--- src/rtl/output_dispatch_ctrl.sv ---
`default_nettype none
// ============================================================================
// Module   : output_dispatch_ctrl
// Purpose  : Age-ordered frame queue that issues each frame to its serializer
//            channel once that channel's tracked occupancy has drained.
// Revision : 1.0  initial release
// ============================================================================
module output_dispatch_ctrl #(
  parameter int DEPTH   = 4,
  parameter int MAX_LEN = 128
) (
  input  logic         clk_out16x,
  input  logic         rst_n,
  input  logic         in_valid,
  output logic         in_ready,
  input  logic [127:0] in_data,
  input  logic [2:0]   in_ch,
  input  logic [15:0]  in_len,
  output logic [127:0] data_gray,
  output logic [15:0]  data_count,
  output logic [7:0]   vld_ch,
  output logic [7:0]   busy_ch,
  output logic [3:0]   pending,
  output logic         err_len
);

  localparam int         IW        = (DEPTH > 1) ? $clog2(DEPTH) : 1;
  localparam logic [3:0] C_DEPTH   = 4'(DEPTH);
  localparam logic [15:0] C_MAX_LEN = 16'(MAX_LEN);

  logic [127:0]     r_q_data [DEPTH];
  logic [2:0]       r_q_ch   [DEPTH];
  logic [15:0]      r_q_len  [DEPTH];
  logic [3:0]       r_pending;
  logic [7:0][15:0] r_occ;
  logic [127:0]     r_data_gray;
  logic [15:0]      r_data_count;
  logic [7:0]       r_vld_ch;
  logic             r_err_len;

  logic [127:0]     w_n_data [DEPTH];
  logic [2:0]       w_n_ch   [DEPTH];
  logic [15:0]      w_n_len  [DEPTH];
  logic [3:0]       w_n_pending;
  logic [3:0]       w_base;
  logic [7:0]       w_idle;
  logic             w_sel_found;
  logic [IW-1:0]    w_sel_idx;
  logic [2:0]       w_sel_ch;
  logic [15:0]      w_sel_len;
  logic [127:0]     w_sel_data;
  logic             w_accept;
  logic             w_push;
  logic             w_too_long;
  logic [15:0]      w_push_len;

  assign in_ready   = (r_pending != C_DEPTH);
  assign w_accept   = in_valid & in_ready;
  assign w_too_long = (in_len > C_MAX_LEN);
  assign w_push     = w_accept & (in_len != 16'd0);
  assign w_push_len = w_too_long ? C_MAX_LEN : in_len;

  // Oldest valid entry whose channel is idle wins.
  always_comb begin
    w_sel_found = 1'b0;
    w_sel_idx   = '0;
    for (int i = 0; i < DEPTH; i++) begin
      if (!w_sel_found && (i < int'(r_pending)) && w_idle[r_q_ch[i]]) begin
        w_sel_found = 1'b1;
        w_sel_idx   = IW'(i);
      end
    end
  end

  assign w_sel_ch   = r_q_ch[w_sel_idx];
  assign w_sel_len  = r_q_len[w_sel_idx];
  assign w_sel_data = r_q_data[w_sel_idx];

  // Removal compacts the queue first, then the new frame lands at the tail.
  always_comb begin
    for (int i = 0; i < DEPTH; i++) begin
      w_n_data[i] = r_q_data[i];
      w_n_ch[i]   = r_q_ch[i];
      w_n_len[i]  = r_q_len[i];
    end
    w_base = r_pending;
    if (w_sel_found) begin
      for (int i = 0; i < DEPTH - 1; i++) begin
        if (i >= int'(w_sel_idx)) begin
          w_n_data[i] = r_q_data[i+1];
          w_n_ch[i]   = r_q_ch[i+1];
          w_n_len[i]  = r_q_len[i+1];
        end
      end
      w_base = r_pending - 4'd1;
    end
    if (w_push) begin
      for (int i = 0; i < DEPTH; i++) begin
        if (i == int'(w_base)) begin
          w_n_data[i] = in_data;
          w_n_ch[i]   = in_ch;
          w_n_len[i]  = w_push_len;
        end
      end
    end
    w_n_pending = w_base + (w_push ? 4'd1 : 4'd0);
  end

  always_ff @(posedge clk_out16x or negedge rst_n) begin
    if (!rst_n) begin
      for (int i = 0; i < DEPTH; i++) begin
        r_q_data[i] <= '0;
        r_q_ch[i]   <= '0;
        r_q_len[i]  <= '0;
      end
      r_pending <= '0;
    end else begin
      for (int i = 0; i < DEPTH; i++) begin
        r_q_data[i] <= w_n_data[i];
        r_q_ch[i]   <= w_n_ch[i];
        r_q_len[i]  <= w_n_len[i];
      end
      r_pending <= w_n_pending;
    end
  end

  always_ff @(posedge clk_out16x or negedge rst_n) begin
    if (!rst_n) begin
      r_data_gray  <= '0;
      r_data_count <= '0;
      r_vld_ch     <= '0;
      r_err_len    <= 1'b0;
    end else begin
      r_err_len <= w_accept & ((in_len == 16'd0) | w_too_long);
      if (w_sel_found) begin
        r_data_gray  <= w_sel_data;
        r_data_count <= w_sel_len;
        r_vld_ch     <= 8'b1 << w_sel_ch;
      end else begin
        r_vld_ch     <= '0;
      end
    end
  end

  // Occupancy mirrors the serializer: loaded on dispatch, counts down to idle.
  for (genvar c = 0; c < 8; c++) begin : g_occ
    always_ff @(posedge clk_out16x or negedge rst_n) begin
      if (!rst_n) begin
        r_occ[c] <= '0;
      end else if (w_sel_found && (w_sel_ch == 3'(c))) begin
        r_occ[c] <= w_sel_len;
      end else if (r_occ[c] != 16'd0) begin
        r_occ[c] <= r_occ[c] - 16'd1;
      end
    end
    assign w_idle[c]  = (r_occ[c] == 16'd0);
    assign busy_ch[c] = ~w_idle[c];
  end

  assign data_gray  = r_data_gray;
  assign data_count = r_data_count;
  assign vld_ch     = r_vld_ch;
  assign pending    = r_pending;
  assign err_len    = r_err_len;

endmodule
`default_nettype wire

--- config.mk ---
export PLATFORM = sky130hd
export DESIGN_NAME = output_dispatch_ctrl
export DESIGN_NICKNAME = d
export VERILOG_FILES = /design/src/rtl/output_dispatch_ctrl.sv
export SDC_FILE = /design/constraint.sdc
export NUM_CORES = 2
export LEC_CHECK = 0
export CORE_ASPECT_RATIO = 0.6
export CORE_UTILIZATION = 35
export DETAILED_ROUTE_END_ITERATION = 8
export SYNTH_ARGS = -nofsm -noshare
export SYNTH_HDL_FRONTEND = slang
export SYNTH_SLANG_ARGS = --single-unit
--- constraint.sdc ---
create_clock -name clk_out16x -period 3.8 [get_ports clk_out16x]
set_input_delay 0.76 -clock clk_out16x [delete_from_list [all_inputs] [get_ports clk_out16x]]
set_output_delay 0.76 -clock clk_out16x [all_outputs]
set_load 0.005 [all_outputs]
==> flow_summary.json <==
{
  "status": "finished, violations left",
  "violations": "setup timing",
  "syn_area_mm2": 0.0446,
  "chipHeight_um": 279,
  "die_x_um": 463,
  "area_growth_pct": 31.3,
  "drtAntennaViolNets": 0,
  "wl_met2_um": 67300,
  "fin_ws_ns": -0.207,
  "end_kind": "register",
  "power_frac_clock": 0.168,
  "grt_pass1_wl_um": 222000,
  "drt_iter0_markers": 3922,
  "drv_slew": 0,
  "io_pins": 316,
  "core_mm2": 0.126,
  "dr_wl_met3_um": 9760,
  "drive_gt1_frac": 0.239,
  "start_util": 0.353,
  "place_inst": 6402,
  "gp_congestion": 0.899,
  "grt_max_degree": 106,
  "regToRegStartpoint": "r_occ[96]",
  "synthArstFlopShare": 1.00,
  "htree_num_levels": 3,
  "worstPathArrival_ns": 4.59,
  "instances_no_fill": 6691,
  "seq_area_frac_synth": 0.490,
  "ys_types": 89,
  "layout_min_cycle_time_ns": 4.01,
  "path_class": "register to register",
  "grt_pass1_vias": 35000,
  "final_nets": 5089,
  "synth_most_common_cell": "dfrtp_1",
  "dieArea_mm2": 0.129,
  "synth.area.top_cells": "dfrtp_1 (49%), mux2_2 (7.7%), mux2i_1 (6.3%), nand2_1 (5.1%), a21oi_1 (2.8%)",
  "crit_start": "r_occ[96]",
  "synth_ff_type": "dfrtp_1",
  "ys_ff_latch": 873,
  "period_share": 1.05,
  "clkLatencyLatePin_ns": 0.73,
  "synth_top_area_cell": "dfrtp_1",
  "syn-num-nets": 4545,
  "cp-start-kind": "register",
  "p_sw_mw": 22.0,
  "fp-row-count": 101,
  "worst_slew_pin_slew_ns": 1.01,
  "grt.total_usage": 0.222,
  "internal-power_mw": 34.2,
  "synthCells": 4375,
  "reg2reg_slack_ns": -0.21,
  "cts_tree": "yes",
  "combPwrFrac": 0.526,
  "drc_errors": 0,
  "max_freq_ghz": 0.250,
  "top_layer": "met5",
  "crit_fanout": 7,
  "r2r_end": "r_q_data[174]",
  "cts_root_buf": "clkbuf_16",
  "overflow": 0,
  "power_frac_seq": 0.306,
  "ir_worst_vdd_mv": 0.574,
  "cts-hold-fix-buffers": 0,
  "setup_viol": 570,
  "clk_pin_slew_ns": 0.07,
  "clockBufferDepth": 3,
  "dpl.hpwl_um": 91700,
  "antenna_found_initial": 8,
  "cts_sinks": 873,
  "firstDrtPassIters": 7,
  "cap_viol_max_count": 0,
  "netlist_top_cells_count": "dfrtp_1 (873), nand2_1 (602), mux2_2 (304), mux2i_1 (282), nor2_1 (276)",
  "detail_route.vias_per_cell": 5.48,
  "hp-class": "input pin to async pin",
  "synth_top_area_share": 0.490,
  "via_count": 36600,
  "routed_wl_um": 153000,
  "avgRoutedWirePerCell_um": 22.9,
  "power_leakage_nw": 25.4,
  "slew_headroom": 0.325,
  "holdWs_ns": 0.108,
  "rsz0062_at_grt": "true",
  "p_sw_frac": 0.392,
  "synth_edf_count": 0,
  "cts_buffers": 89,
  "synth_warnings": 0,
  "hold_viol": 0,
  "synth_area_per_cell_um2": 10.2,
  "worstPathRequired_ns": 4.38,
  "io_buffers": 315,
  "powerDensity_mw_per_mm2": 958,
  "finClkSkew_ns": 0.0485,
  "wl_met1_um": 73700,
  "cp-endpoint": "r_q_data[174]",
  "rr_worst_depth": 13,
  "fill_cells": 11600
}
repair_timing:
action,in CTS,in global routing
pin swaps,33,24
cloned,20,47
endpoints found under the setup margin,793,849
setup buffers,37,31
resized for setup,153,225
stage by stage:
stage	util	power, mW	setup slack [ns]	TNS, ns	area [um^2]
2_1_floorplan	-	33.0	-0.0584	-4.92	44700
3_3_place_gp	0.412	42.4	-0.273	-85.97	52100
3_5_place_dp	0.412	43.0	-0.358	-112.20	52100
4_1_cts	0.447	53.7	-0.126	-25.80	56500
5_1_grt	0.463	59.4	-0.274	-102.18	58600
6_report	0.463	56.2	-0.207	-46.55	58600
per-layer routing:
metal / vias to the layer above / track usage
met4: 4 / 0.0473
met2: 1229 / 0.329
met3: 175 / 0.0373
met5: - / 0
met1: 18500 / 0.336
li1: 16700 / -
power by group through the flow:
stage	registers, mW	logic, mW	clock network [mW]
finish	17.2	29.5	9.44
floorplan	16.2	16.8	0
global placement	17.0	25.4	0
CTS	17.0	27.1	9.62
detailed placement	17.1	25.9	0
global route	17.7	31.8	10.0
state kept, by name, indices dropped and copies added, names as in the netlist:
register / cells
err_len: 1
r_q_data: 512
pending: 4
data_gray: 128
r_q_ch: 12
r_q_len: 64
vld_ch: 8
data_count: 16
r_occ: 128
cells by family (layout without fill, tap and decap cells):
kind of cell | count (synthesis) | count (layout) | synth area share
simple gates | 1406 | 1406 | 0.146
compound gates | 904 | 905 | 0.121
fa+ha+maj | 20 | 20 | 0.00561
xor+xnor | 114 | 114 | 0.0224
other cells | 0 | 4 | 0
mux | 695 | 698 | 0.174
flops | 873 | 873 | 0.490
buf+inv | 363 | 972 | 0.0408
how the worst min path moves through the flow:
| stage | cells after the start | endpoint | slack, ns |
|---|---|---|---|
| final | 1 | r_q_data[0] | 0.11 |
| after CTS | 1 | r_q_data[0] | 0.11 |
| after global placement | 2 | data_count[0] | 0.47 |
| after floorplan | 0 | data_count[0] | 0.46 |
| after global routing | 1 | r_q_data[0] | 0.13 |
| after detailed placement | 2 | data_count[0] | 0.47 |
critical path, cell delays in order, from the launching register on:
cell and delay [ns]:
dfrtp_1 0.40, inv_2 0.09, ha_4 0.12, or4b_4 0.45, or4_4 0.47, mux4_2 0.54, a221o_4 0.44, a31oi_4 0.17
o21ai_2 0.09, nor3_4 0.22, buf_6 0.19, buf_16 0.18, clkbuf_16 0.19, mux2_4 0.30
cells in the final DEF (no fill, tap or decap), types with 30 or more instances in the layout:
cell,instances
mux2_4,135
mux2i_1,270
nor2_1,274
xor2_1,51
buf_12,102
o21ai_2,35
o21ai_0,167
buf_16,35
buf_6,31
buf_4,246
o21ai_1,80
a31oi_1,134
clkbuf_16,127
mux2_2,266
nor4_1,35
clkdlybuf4s50_1,314
a21boi_0,51
a21oi_1,250
and3_1,123
xnor2_1,62
nand2_2,30
inv_1,35
o22ai_1,45
nor3_1,182
o31ai_1,59
dfrtp_1,873
nand2_1,557
nand2b_1,57
layout make-up:
type,instances,area (um^2),share of cell area
Tap cell,1699,2130,0.0363
Antenna cell,4,10.0,0.000171
Sequential cell,873,21800,0.373
Clock inverter,38,483,0.00824
Timing Repair Buffer,772,9380,0.160
Multi-Input combinational cell,3143,22000,0.376
Clock buffer,122,2590,0.0442
Inverter,40,150,0.00256
Power figures use the tool's default switching activity.
